<file path="src/rtl/mem_router_pkg.sv">
`default_nettype none
// ============================================================================
//  Module      : mem_router_pkg
//  Description : Shared definitions for the data-side memory request router:
//                state encoding, default address map and target indices.
//  Revision    : 1.0 - initial release
// ============================================================================
package mem_router_pkg;

   // State encoding of the router transaction controller
   localparam logic [2:0] C_ST_IDLE  = 3'd0;
   localparam logic [2:0] C_ST_ISSUE = 3'd1;
   localparam logic [2:0] C_ST_WAIT  = 3'd2;
   localparam logic [2:0] C_ST_RESP  = 3'd3;
   localparam logic [2:0] C_ST_ERR   = 3'd4;

   typedef enum logic [2:0] {
      S_IDLE  = C_ST_IDLE,
      S_ISSUE = C_ST_ISSUE,
      S_WAIT  = C_ST_WAIT,
      S_RESP  = C_ST_RESP,
      S_ERR   = C_ST_ERR
   } state_t;

   // Default address map: target 0 below T1_BASE, target 1 up to ADDR_LIMIT
   localparam logic [31:0] C_T1_BASE_DEF    = 32'h0000_4000;
   localparam logic [31:0] C_ADDR_LIMIT_DEF = 32'h0000_8000;

   // Target indices as carried in the select bit
   localparam logic C_TGT0 = 1'b0;
   localparam logic C_TGT1 = 1'b1;

endpackage : mem_router_pkg
`default_nettype wire

</file>
<file path="src/rtl/mem_router_decode.sv">
`default_nettype none
// ============================================================================
//  Module      : mem_router_decode
//  Description : Combinational address decode for a memory router. Produces
//                the target select and a reject flag for misaligned or
//                out-of-range word accesses. Shared with the instruction side.
//  Revision    : 1.0 - initial release
// ============================================================================
module mem_router_decode
   import mem_router_pkg::*;
#(
   parameter logic [31:0] T1_BASE    = C_T1_BASE_DEF,
   parameter logic [31:0] ADDR_LIMIT = C_ADDR_LIMIT_DEF
) (
   input  logic [31:0] addr,
   output logic        sel,
   output logic        err
);

   logic w_misaligned;
   logic w_out_of_range;

   // Only full-word accesses are supported, so any low address bit set rejects
   assign w_misaligned   = (addr[1:0] != 2'b00);
   assign w_out_of_range = (addr >= ADDR_LIMIT);

   // Target 1 owns everything from T1_BASE upward; the limit check is separate
   assign sel = (addr >= T1_BASE) ? C_TGT1 : C_TGT0;
   assign err = w_misaligned | w_out_of_range;

endmodule : mem_router_decode
`default_nettype wire

</file>
<file path="src/rtl/mem_router.sv">
`default_nettype none
// ============================================================================
//  Module      : mem_router
//  Description : Single-master to dual-target memory request router for the
//                CPU data path. Accepts one load/store at a time, forwards it
//                to data RAM (target 0) or MMIO (target 1) by address, and
//                returns the owning target's completion as a one-cycle
//                response. Bad addresses are answered locally with an error.
//  Revision    : 1.0 - initial release
// ============================================================================
module mem_router
   import mem_router_pkg::*;
#(
   parameter logic [31:0] T1_BASE    = C_T1_BASE_DEF,
   parameter logic [31:0] ADDR_LIMIT = C_ADDR_LIMIT_DEF
) (
   input  logic        clk,
   input  logic        rst,

   // Master request / response
   input  logic        req_valid,
   output logic        req_ready,
   input  logic        req_we,
   input  logic [31:0] req_addr,
   input  logic [31:0] req_wdata,
   output logic        rsp_valid,
   output logic [31:0] rsp_rdata,
   output logic        rsp_err,

   // Target 0 (data RAM)
   output logic        t0_valid,
   input  logic        t0_ready,
   output logic        t0_we,
   output logic [31:0] t0_addr,
   output logic [31:0] t0_wdata,
   input  logic        t0_rsp_valid,
   input  logic [31:0] t0_rdata,

   // Target 1 (MMIO)
   output logic        t1_valid,
   input  logic        t1_ready,
   output logic        t1_we,
   output logic [31:0] t1_addr,
   output logic [31:0] t1_wdata,
   input  logic        t1_rsp_valid,
   input  logic [31:0] t1_rdata,

   // Sticky protocol observation
   output logic        stray_rsp
);

   state_t      r_state;

   // Request register: the accepted transaction, presented to both targets
   logic        r_we;
   logic [31:0] r_addr;
   logic [31:0] r_wdata;
   logic        r_sel;

   // Registered outputs
   logic        r_req_ready;
   logic        r_rsp_valid;
   logic        r_rsp_err;
   logic [31:0] r_rsp_rdata;
   logic        r_t0_valid;
   logic        r_t1_valid;
   logic        r_stray;

   // Decode results for the incoming address
   logic        w_dec_sel;
   logic        w_dec_err;

   // Handshake signals of the currently selected target
   logic        w_sel_ready;
   logic        w_sel_rsp_valid;
   logic [31:0] w_sel_rdata;

   // A completion that is not the one being waited for
   logic        w_t0_stray;
   logic        w_t1_stray;
   logic        w_waiting;

   mem_router_decode #(
      .T1_BASE    (T1_BASE),
      .ADDR_LIMIT (ADDR_LIMIT)
   ) u_decode (
      .addr (req_addr),
      .sel  (w_dec_sel),
      .err  (w_dec_err)
   );

   // Route the selected target's handshake back to the controller
   always_comb begin
      w_sel_ready     = t0_ready;
      w_sel_rsp_valid = t0_rsp_valid;
      w_sel_rdata     = t0_rdata;
      if (r_sel == C_TGT1) begin
         w_sel_ready     = t1_ready;
         w_sel_rsp_valid = t1_rsp_valid;
         w_sel_rdata     = t1_rdata;
      end
   end

   // Any completion outside WAIT, or from the other target, is stray
   always_comb begin
      w_waiting  = (r_state == S_WAIT);
      w_t0_stray = t0_rsp_valid & ~(w_waiting & (r_sel == C_TGT0));
      w_t1_stray = t1_rsp_valid & ~(w_waiting & (r_sel == C_TGT1));
   end

   // Transaction controller with all outputs registered alongside the state
   always_ff @(posedge clk) begin
      if (rst) begin
         r_state     <= S_IDLE;
         r_we        <= 1'b0;
         r_addr      <= '0;
         r_wdata     <= '0;
         r_sel       <= C_TGT0;
         r_req_ready <= 1'b1;
         r_rsp_valid <= 1'b0;
         r_rsp_err   <= 1'b0;
         r_rsp_rdata <= '0;
         r_t0_valid  <= 1'b0;
         r_t1_valid  <= 1'b0;
         r_stray     <= 1'b0;
      end else begin
         // Sticky until reset; completions from a reset-abandoned
         // transaction land here as well
         if (w_t0_stray | w_t1_stray) begin
            r_stray <= 1'b1;
         end

         case (r_state)
            S_IDLE: begin
               if (req_valid) begin
                  r_we        <= req_we;
                  r_addr      <= req_addr;
                  r_wdata     <= req_wdata;
                  r_sel       <= w_dec_sel;
                  r_req_ready <= 1'b0;
                  if (w_dec_err) begin
                     // Rejected locally; neither target sees it
                     r_state     <= S_ERR;
                     r_rsp_valid <= 1'b1;
                     r_rsp_err   <= 1'b1;
                     r_rsp_rdata <= '0;
                  end else begin
                     r_state    <= S_ISSUE;
                     r_t0_valid <= (w_dec_sel == C_TGT0);
                     r_t1_valid <= (w_dec_sel == C_TGT1);
                  end
               end
            end

            S_ISSUE: begin
               // Hold valid and fields until the selected target takes it
               if (w_sel_ready) begin
                  r_t0_valid <= 1'b0;
                  r_t1_valid <= 1'b0;
                  r_state    <= S_WAIT;
               end
            end

            S_WAIT: begin
               if (w_sel_rsp_valid) begin
                  // Stores return no data even if the target drives some
                  r_rsp_rdata <= r_we ? 32'h0000_0000 : w_sel_rdata;
                  r_rsp_valid <= 1'b1;
                  r_rsp_err   <= 1'b0;
                  r_state     <= S_RESP;
               end
            end

            S_RESP, S_ERR: begin
               // Response pulse lasts exactly one cycle, then reopen
               r_rsp_valid <= 1'b0;
               r_rsp_err   <= 1'b0;
               r_req_ready <= 1'b1;
               r_state     <= S_IDLE;
            end

            default: begin
               r_t0_valid  <= 1'b0;
               r_t1_valid  <= 1'b0;
               r_rsp_valid <= 1'b0;
               r_rsp_err   <= 1'b0;
               r_req_ready <= 1'b1;
               r_state     <= S_IDLE;
            end
         endcase
      end
   end

   assign req_ready = r_req_ready;
   assign rsp_valid = r_rsp_valid;
   assign rsp_err   = r_rsp_err;
   assign rsp_rdata = r_rsp_rdata;

   assign t0_valid  = r_t0_valid;
   assign t0_we     = r_we;
   assign t0_addr   = r_addr;
   assign t0_wdata  = r_wdata;

   assign t1_valid  = r_t1_valid;
   assign t1_we     = r_we;
   assign t1_addr   = r_addr;
   assign t1_wdata  = r_wdata;

   assign stray_rsp = r_stray;

endmodule : mem_router
`default_nettype wire

</file>
<file path="config.mk">
export PLATFORM = sky130hd
export DESIGN_NAME = mem_router
export DESIGN_NICKNAME = d
export VERILOG_FILES = /design/src/rtl/mem_router_pkg.sv /design/src/rtl/mem_router_decode.sv /design/src/rtl/mem_router.sv
export SDC_FILE = /design/constraint.sdc
export NUM_CORES = 1
export LEC_CHECK = 0
export ABC_AREA = 1
export BUFFER_PORTS_ARGS = -buffer_cell sky130_fd_sc_hd__buf_2
export CORE_MARGIN = 1.5
export CORE_UTILIZATION = 30
export CTS_BUF_LIST = sky130_fd_sc_hd__clkbuf_8
export DETAILED_ROUTE_END_ITERATION = 16
export PLACE_DENSITY = 0.63
export SKIP_LAST_GASP = 1
export SLEW_MARGIN = 30
export SYNTH_ARGS = -nofsm -noshare
export SYNTH_HDL_FRONTEND = slang
export SYNTH_SLANG_ARGS = --single-unit
</file>
<file path="constraint.sdc">
create_clock -name clk -period 2.5 [get_ports clk]
set_input_delay 0.5 -clock clk [delete_from_list [all_inputs] [get_ports clk]]
set_output_delay 0.5 -clock clk [all_outputs]
set_load 0.05 [all_outputs]
</file>
* Word level (Yosys, flattened, before mapping)
Cells that the tools add are included.
** Storage, ports and cells
- Register bits :: 107
- Bits of input ports :: 136
- Output and inout port bits :: 168
- Logic and storage cells :: 76
** Cells by class
- $lt $le $gt $ge :: 2
- Equal/unequal tests :: 9
- Muxes and demuxes :: 29
- Bitwise operators :: 13
- Reductions and logical operators :: 11
** Operators with widths (count)
- $mux W32 :: 5
- $pmux W32 S2 :: 1
- $ge A32 B15 Y1 const B :: 1
- $ge A32 B16 Y1 const B :: 1
- $mux W1 :: 13
- $mux W3 :: 4
- $pmux W1 S3 :: 4
- $reduce_and A4 Y1 :: 3
- $pmux W3 S3 :: 1
- $ne A2 B2 Y1 const B :: 4
- $not A1 Y1 :: 7
- $eq A3 B2 Y1 const B :: 2
- $and A1 B1 Y1 :: 4
- $reduce_and A2 Y1 :: 2
- $reduce_bool A2 Y1 :: 2
- $eq A3 B1 Y1 const B :: 1
- $eq A3 B3 Y1 const B :: 1
- $logic_not A3 Y1 :: 1
- $reduce_and A3 Y1 :: 1
- $reduce_or A3 Y1 :: 1
- $ne A2 B1 Y1 const B :: 1
- $or A1 B1 Y1 :: 2
- $pmux W1 S2 :: 1
- $reduce_or A2 Y1 :: 1

* Logic depth before layout (Yosys ltp)
Gate-level depths: netlist of the first run.
- Word-level depth :: 6
- Depth in mapped cells :: 10
- Gate-level depth less buffers :: 9

* By module
From an unflattened synthesis of the first run, not the netlist that was laid out.
** Second synthesis, totals
- Cells, all modules :: 805
- Area, all modules :: 5365.1 µm²
** By module, submodules not included
- mem_router :: times used 1, cells each 784, area each 5273.8 µm²
- mem_router_decode :: times used 1, cells each 21, area each 91.3 µm²

* Worst setup path after synthesis of the first run
Ideal clock, no wire load.
- Kind :: input-to-reg
- Start point :: input req_addr[22]
- End point :: register r_rsp_rdata[13], in the netlist rsp_rdata[13]
- Setup time :: 117 ps
- Arrival time :: 1466 ps
- Required time :: 2383 ps
- Setup slack :: 917 ps
- Stages :: 7
- Cell sequence :: nor2_1 > nand2_1 > nor2_2 > nand4_2 > clkbuf_1 > a21oi_1 > nor2_1
** On the way
- Cells in the longest elaborated chain, start to end :: 4
** RTL lines
- start, declared :: RTL line mem_router.sv:24 : input logic [31:0] req_addr,
- $ge A32 B16 Y1 :: RTL line mem_router_decode.sv:25 : assign w_out_of_range = (addr >= ADDR_LIMIT);
- $or A1 B1 Y1 :: RTL line mem_router_decode.sv:29 : assign err = w_misaligned | w_out_of_range;
- $ne A2 B1 Y1 (no source line)
- $reduce_and A4 Y1 (no source line)
- end signal, assigned :: RTL line mem_router.sv:167 : r_rsp_rdata <= r_we ? 32'h0000_0000 : w_sel_rdata;
- end, declared :: RTL line mem_router.sv:64 : logic [31:0] r_rsp_rdata;
No other way between the ends.
A chain may end at the register's enable or synchronous reset.

* Worst setup path after layout of the first run
- Start point :: register r_state[2]
- End point :: register r_rsp_rdata[30], in the netlist rsp_rdata[30]
** On the way
- Cells in the longest elaborated chain, start to end :: 3
- Elaborated cells between the ends (all ways) :: 8
- Those cells by class :: 4 x eq/ne; 1 x mux; 3 x reduce/logical
** RTL lines
- start, declared :: RTL line mem_router.sv:52 : state_t r_state;
- start signal, assigned :: RTL line mem_router.sv:114 : r_state <= S_IDLE;
- start signal, assigned :: RTL line mem_router.sv:143 : r_state <= S_ERR;
- start signal, assigned :: RTL line mem_router.sv:148 : r_state <= S_ISSUE;
- $eq A3 B2 Y1 / $logic_not A3 Y1 (equally long branches) :: RTL line mem_router.sv:133 : case (r_state)
- $ne A2 B2 Y1 (no source line), or another cell as far along
- $reduce_and A4 Y1 (no source line)
Parallel ways exist; a longest one is shown, timed or not.

==> impl_metrics.toml, run 1 <==
[hold_path]
hold_path.class = "in -> reg"
worstHoldStart = "req_addr[8]"
holdPathEnd = "t0_addr[8]$_SDFFE_PP0P_"
hold_depth = 3

[run_status]
outcome = "finished, final reports clean"

[clock_tree]
cts_tree = "built"
clk_latency_ns = 0.38
cts_sinks = 107
cts_max_level = 3
cts_resized = 0
ctsHoldBuffers = 0
clockRootBuffer = "clkbuf_8"
post-cts-setup-buffers = 0
clkTransAtPathRegs_ns = 0.11
cts_max_path_buffers = 2
cts_buffers = 9

[critical_path]
worstPathRequired_ns = 2.76
critPathKind = "reg -> reg"
r2r_slack_ns = 0.64
critPathMaxFanout = 25
worstReg2RegStart = "r_state[2]$_SDFFE_PP0P_"
critPathTopFamily = "simple AND/OR/NAND/NOR gates"
max_stage_delay_ns = 0.42
reg2reg_to = "rsp_rdata[30]$_SDFFE_PP0P_"
critical_path.endpoint_type = "register"
startpoint_type = "register"
crit_slowest_cell = "nor2_4"
crit_path_cell_trace = "inv_2 -> nand2_4 -> nor2_4 -> nand2_1 -> o21ai_2 -> nor2_4 -> nand2_4 -> nand2_1 -> a21oi_1"
cp_num_buf_inv = 1
r2r_cells = 9
critPathArrivalTime_ns = 2.11

[routing]
route.met3.wl_microns = 956
vias_per_cell = 4.65
wl_microns = 15700
drtPass1Iterations = 4
antenna_left = 0
wl_met1_microns = 7090
drcViolationCount = 0
via_count = 5382
wl_met2_microns = 7300
highest_layer = "met5"
wl_per_cell_microns = 13.6
drt-initial-drc-count = 205

[timing]
whs_ns = 0.373
grt_setup_unrepaired = "false"
hold_viol = 0
layout_worst_path_cycle_share = 0.743
tightest_slew_ns = 0.716
drv_slew = 0
setup_viol = 0
fin_crit_ns = 1.86
fin_worst_skew_ns = 0.0142
max_freq_mhz = 538
setup_tns_ns = 0
maxSlewHeadroom = 0.523

[cells_and_area]
diodes = 0
multi_input_area_sq_um = 2230
regArea_sq_um = 2140
n_fill_cell = 1789
syn_to_final_growth_pct = 27.8
mostFrequentLayoutCells = "buf_2, nand2_1, a21oi_1"
fin_cells = 1158
fin_area_sq_um = 6600
drive_gt1_frac = 0.382
nets = 1069
layout.cells.most_common = "buf_2"
finish.utilization = 0.395

[power_and_ir_drop]
p_sw_w = 0.00351
p_clk_frac = 0.161
internal-power_w = 0.00331
powerDensity_nw_per_um2 = 1030
p_sw_frac = 0.515
pwr-share-seq = 0.318
p_comb_frac = 0.521
vdd_ir_drop_max_mv = 0.503
p_leak_nw = 3.26

[global_routing]
grt_use_total = 0.169
grt_overflow = 0
grt_pass1_vias = 4841
grt_pass1_wl_microns = 24300
grt_max_degree = 66
antenna_found_initial = 1

[synth]
syn-instance-count = 721
syn_nets = 857
synth.distinct_cells = 24
avgSynthCellArea_sq_um = 7.16
synth_seq_cells = 107
ys_warn_count = 0
ys_seq_area_frac = 0.415
syn_area_sq_um = 5160

[placed_design]
dp_hpwl_microns = 11300
dpl_cell_area_sq_um = 6400
io_buffers = 303
dpl.cell_count = 1142
gp_congestion = 0.794

[floorplan]
ios = 304
die_w_microns = 134
row_count = 47
die_y_microns = 134
start_util = 0.309
die_area_sq_um = 18000
coreArea_sq_um = 16700

[job]
maxCapViolations = 0
[Yosys cell counts, drive strengths merged]
| master | count | area share |
|---|---|---|
| nor2 | 37 | 0.033 |
| o21ai | 5 | 0.0056 |
| inv | 20 | 0.015 |
| clkbuf | 37 | 0.027 |
| nor3 | 2 | 0.0029 |
| nand3 | 103 | 0.10 |
| o211ai | 9 | 0.013 |
| nand4 | 2 | 0.0036 |
| a21oi | 129 | 0.13 |
| nand3b | 1 | 0.0015 |
| or2 | 8 | 0.0097 |
| nand2 | 181 | 0.14 |
| buf | 80 | 0.11 |
| dfxtp | 107 | 0.41 |
[how the worst max path moves through the flow]
stage | startpoint | endpoint | slack, ns | depth (start not counted)
2_1_floorplan | req_addr[22] | rsp_rdata[13]$_SDFFE_PP0P_ | 0.92 | 7
3_3_place_gp | req_addr[22] | rsp_rdata[14]$_SDFFE_PP0P_ | 0.41 | 8
3_5_place_dp | req_addr[17] | rsp_rdata[16]$_SDFFE_PP0P_ | 0.36 | 8
4_1_cts | r_state[2]$_SDFFE_PP0P_ | rsp_rdata[30]$_SDFFE_PP0P_ | 0.63 | 9
5_1_grt | r_state[2]$_SDFFE_PP0P_ | rsp_rdata[5]$_SDFFE_PP0P_ | 0.48 | 9
6_report | r_state[2]$_SDFFE_PP0P_ | rsp_rdata[30]$_SDFFE_PP0P_ | 0.64 | 9
[stage by stage]
stage,power [W],worst slack (ns)
after floorplan,0.00512,0.917
after global routing,0.00724,0.478
after global placement,0.00577,0.412
after detailed placement,0.00578,0.355
after CTS,0.00691,0.630
final,0.00683,0.642
[routing by layer]
metal | GRT usage | vias to the layer above
met1 | 0.219 | 2433
met5 | 0 | -
met2 | 0.274 | 198
li1 | - | 2725
met3 | 0.0329 | 24
met4 | 0.0717 | 2
[power by group through the flow]
stage                     Combinational [W]  Clock (W)  Sequential (W)
after floorplan                     0.00204          0         0.00308
after global placement              0.00357          0         0.00220
after detailed placement            0.00358          0         0.00221
after CTS                           0.00358    0.00116         0.00217
after global routing                0.00382    0.00121         0.00221
final                               0.00356    0.00110         0.00217
[area by class of cell]
| class | instances | share of cell area |
|---|---|---|
| clock buffers | 9 | 0.0188 |
| multi-input cells | 477 | 0.337 |
| flip-flops and latches | 107 | 0.325 |
| inverters | 20 | 0.0114 |
| well taps | 220 | 0.0417 |
| clock inverters | 7 | 0.0112 |
| repair buffers | 318 | 0.255 |
[logic make-up (layout without fill, tap and decap cells)]
| family | Yosys count | after routing | synth area share |
|---|---|---|---|
| simple gates | 334 | 334 | 0.287 |
| compound gates | 143 | 143 | 0.144 |
| buf+inv | 137 | 354 | 0.154 |
| flops | 107 | 107 | 0.415 |
[registers in the layout, summed over array words and instances (netlist names)]
name / cells
rsp_valid: 1
stray_rsp: 1
req_ready: 1
rsp_err: 1
t0_addr: 32
t0_wdata: 32
r_state: 3
rsp_rdata: 32
t0_valid: 1
r_sel: 1
t0_we: 1
t1_valid: 1
[worst register-to-register path, cell delays in order, from the launching register on]
cell and delay, ns:
dfxtp_1 0.40, inv_2 0.06, nand2_4 0.09, nor2_4 0.05
nand2_1 0.13, o21ai_2 0.10, nor2_4 0.42, nand2_4 0.29
nand2_1 0.12, a21oi_1 0.06
Note: power is estimated with default switching activity, not from simulation.
==> run 2, diff against run 1 <==
- clock period: 2.5 -> 1.8 ns (I/O delays scaled with it)
==> run 2 against run 1 <==
Effect of this change: non-clock buffer count is 10 higher; sequential share of layout area is 0.29 points lower; via count is 0.80% higher; register-to-register slack worse by 0.47 ns; power is 38% higher; sequential power is 39% higher; combinational power is 39% higher; clock skew is 0.0014 ns lower; global-route usage is 0.13 points higher; design area is 0.89% higher; utilization is 0.35 points higher; largest power group unchanged.
==> impl_metrics.toml, run 2 (synthesis results as in run 1) <==
[global_routing]
antenna_found_initial = 0
grt_pass1_wl_microns = 24600
grt_overflow = 0
grt_use_total = 0.170
grt_max_degree = 43
grt_pass1_vias = 4885

[placed_design]
io_buffers = 303
gp_congestion = 0.781
dp_hpwl_microns = 11600

[critical_path]
crit_path_cell_trace = "inv_2 -> nand2_4 -> nor2_4 -> nand2_1 -> o21ai_2 -> nor2_4 -> nand2_4 -> nand2_1 -> a21oi_1"
startpoint_type = "register"
crit_slowest_cell = "dfxtp_1"
critPathKind = "reg -> reg"
critPathMaxFanout = 25
worstReg2RegStart = "r_state[2]$_SDFFE_PP0P_"
cp-startpoint = "r_state[2]$_SDFFE_PP0P_"
critical_path.endpoint_type = "register"
max_stage_delay_ns = 0.36
worstPathRequired_ns = 2.10
critPathArrivalTime_ns = 1.93

[cells_and_area]
layout.cells.most_common = "buf_2"
diodes = 0
nets = 1079
drive_gt1_frac = 0.388
syn_to_final_growth_pct = 28.9
finish.utilization = 0.399
mostFrequentLayoutCells = "buf_2, nand2_1, a21oi_1"

[timing]
setup_viol = 0
grt_setup_unrepaired = "false"
max_freq_mhz = 613
layout_worst_path_cycle_share = 0.906
fin_worst_skew_ns = 0.0127
drv_slew = 0
fin_crit_ns = 1.63
hold_viol = 0
maxSlewHeadroom = 0.720
tightest_slew_ns = 0.420
setup_tns_ns = 0

[power_and_ir_drop]
p_leak_nw = 3.29
powerDensity_nw_per_um2 = 1410
vdd_ir_drop_max_mv = 0.760

[clock_tree]
clkTransAtPathRegs_ns = 0.11
post-cts-setup-buffers = 0
clockRootBuffer = "clkbuf_8"
cts_max_level = 3
cts_buffers = 9
clk_latency_ns = 0.38
cts_sinks = 107
cts_max_path_buffers = 2
cts_tree = "built"

[routing]
vias_per_cell = 4.64
drcViolationCount = 0
antenna_left = 0
wl_microns = 15900
drtPass1Iterations = 4
wl_per_cell_microns = 13.6
via_count = 5425
drt-initial-drc-count = 184

[floorplan]
ios = 304
die_area_sq_um = 18000
row_count = 47
die_w_microns = 134
die_y_microns = 134
start_util = 0.309
coreArea_sq_um = 16700

[job]
maxCapViolations = 0

[run_status]
outcome = "finished, final reports clean"

[hold_path]
worstHoldStart = "req_addr[11]"
hold_path.class = "in -> reg"
[run 2: timing repair]
item                                    CTS  global route
resized for setup                         0             1
hold buffers                              0             0
endpoints found under the setup margin    0             2
endpoints found under the hold margin     0             0
[run 2: area by class of cell]
cell class | count | area (sq um)
Fill cell | 1763 | 10000
Multi-Input combinational cell | 477 | 2230
Sequential cell | 107 | 2140
Timing Repair Buffer | 328 | 1760
Tap cell | 220 | 275
Clock buffer | 9 | 124
Inverter | 20 | 75.1
Clock inverter | 7 | 53.8
[run 2: critical path, delay by kind of cell, from the launching register on]
kind	cells	cell delay [ns]
and+or+nand+nor	6	0.84
DFF	1	0.36
AOI/OAI and AO/OA	2	0.29
buffers and inverters	1	0.07
[run 2: metrics by stage]
stage / std cells / hold slack [ns] / total power (W) / setup WS (ns) / cell area [sq um]
final: 1168 / 0.233 / 0.00939 / 0.168 / 6660
after global placement: 1152 / 0.445 / 0.00804 / 0.0951 / 6470
after CTS: 1168 / 0.194 / 0.00952 / 0.115 / 6650
after floorplan: 721 / 0.525 / 0.00711 / 0.357 / 5160
after detailed placement: 1152 / 0.450 / 0.00806 / -0.000886 / 6470
after global routing: 1168 / 0.212 / 0.00995 / 0.0304 / 6660
[run 2: worst paths after layout]
kind,end,slack [ns],depth (start not counted)
setup / recovery,rsp_rdata[6]$_SDFFE_PP0P_,0.17,9
hold reg to reg,rsp_rdata[26]$_SDFFE_PP0P_,0.46,2
hold / removal,t0_addr[11]$_SDFFE_PP0P_,0.23,3
setup reg to reg,rsp_rdata[6]$_SDFFE_PP0P_,0.17,9
[run 2: power breakdown]
group	internal, W	total [W]	switching (W)
logic	0.00123	0.00496	0.00374
registers	0.00275	0.00302	0.000270
clock network	0.000511	0.00141	0.000899
[run 2: routing by layer]
metal,track usage,share of wire
met1,0.220,0.44
met2,0.281,0.48
met5,0,0
met3,0.0325,0.060
met4,0.0633,0.018
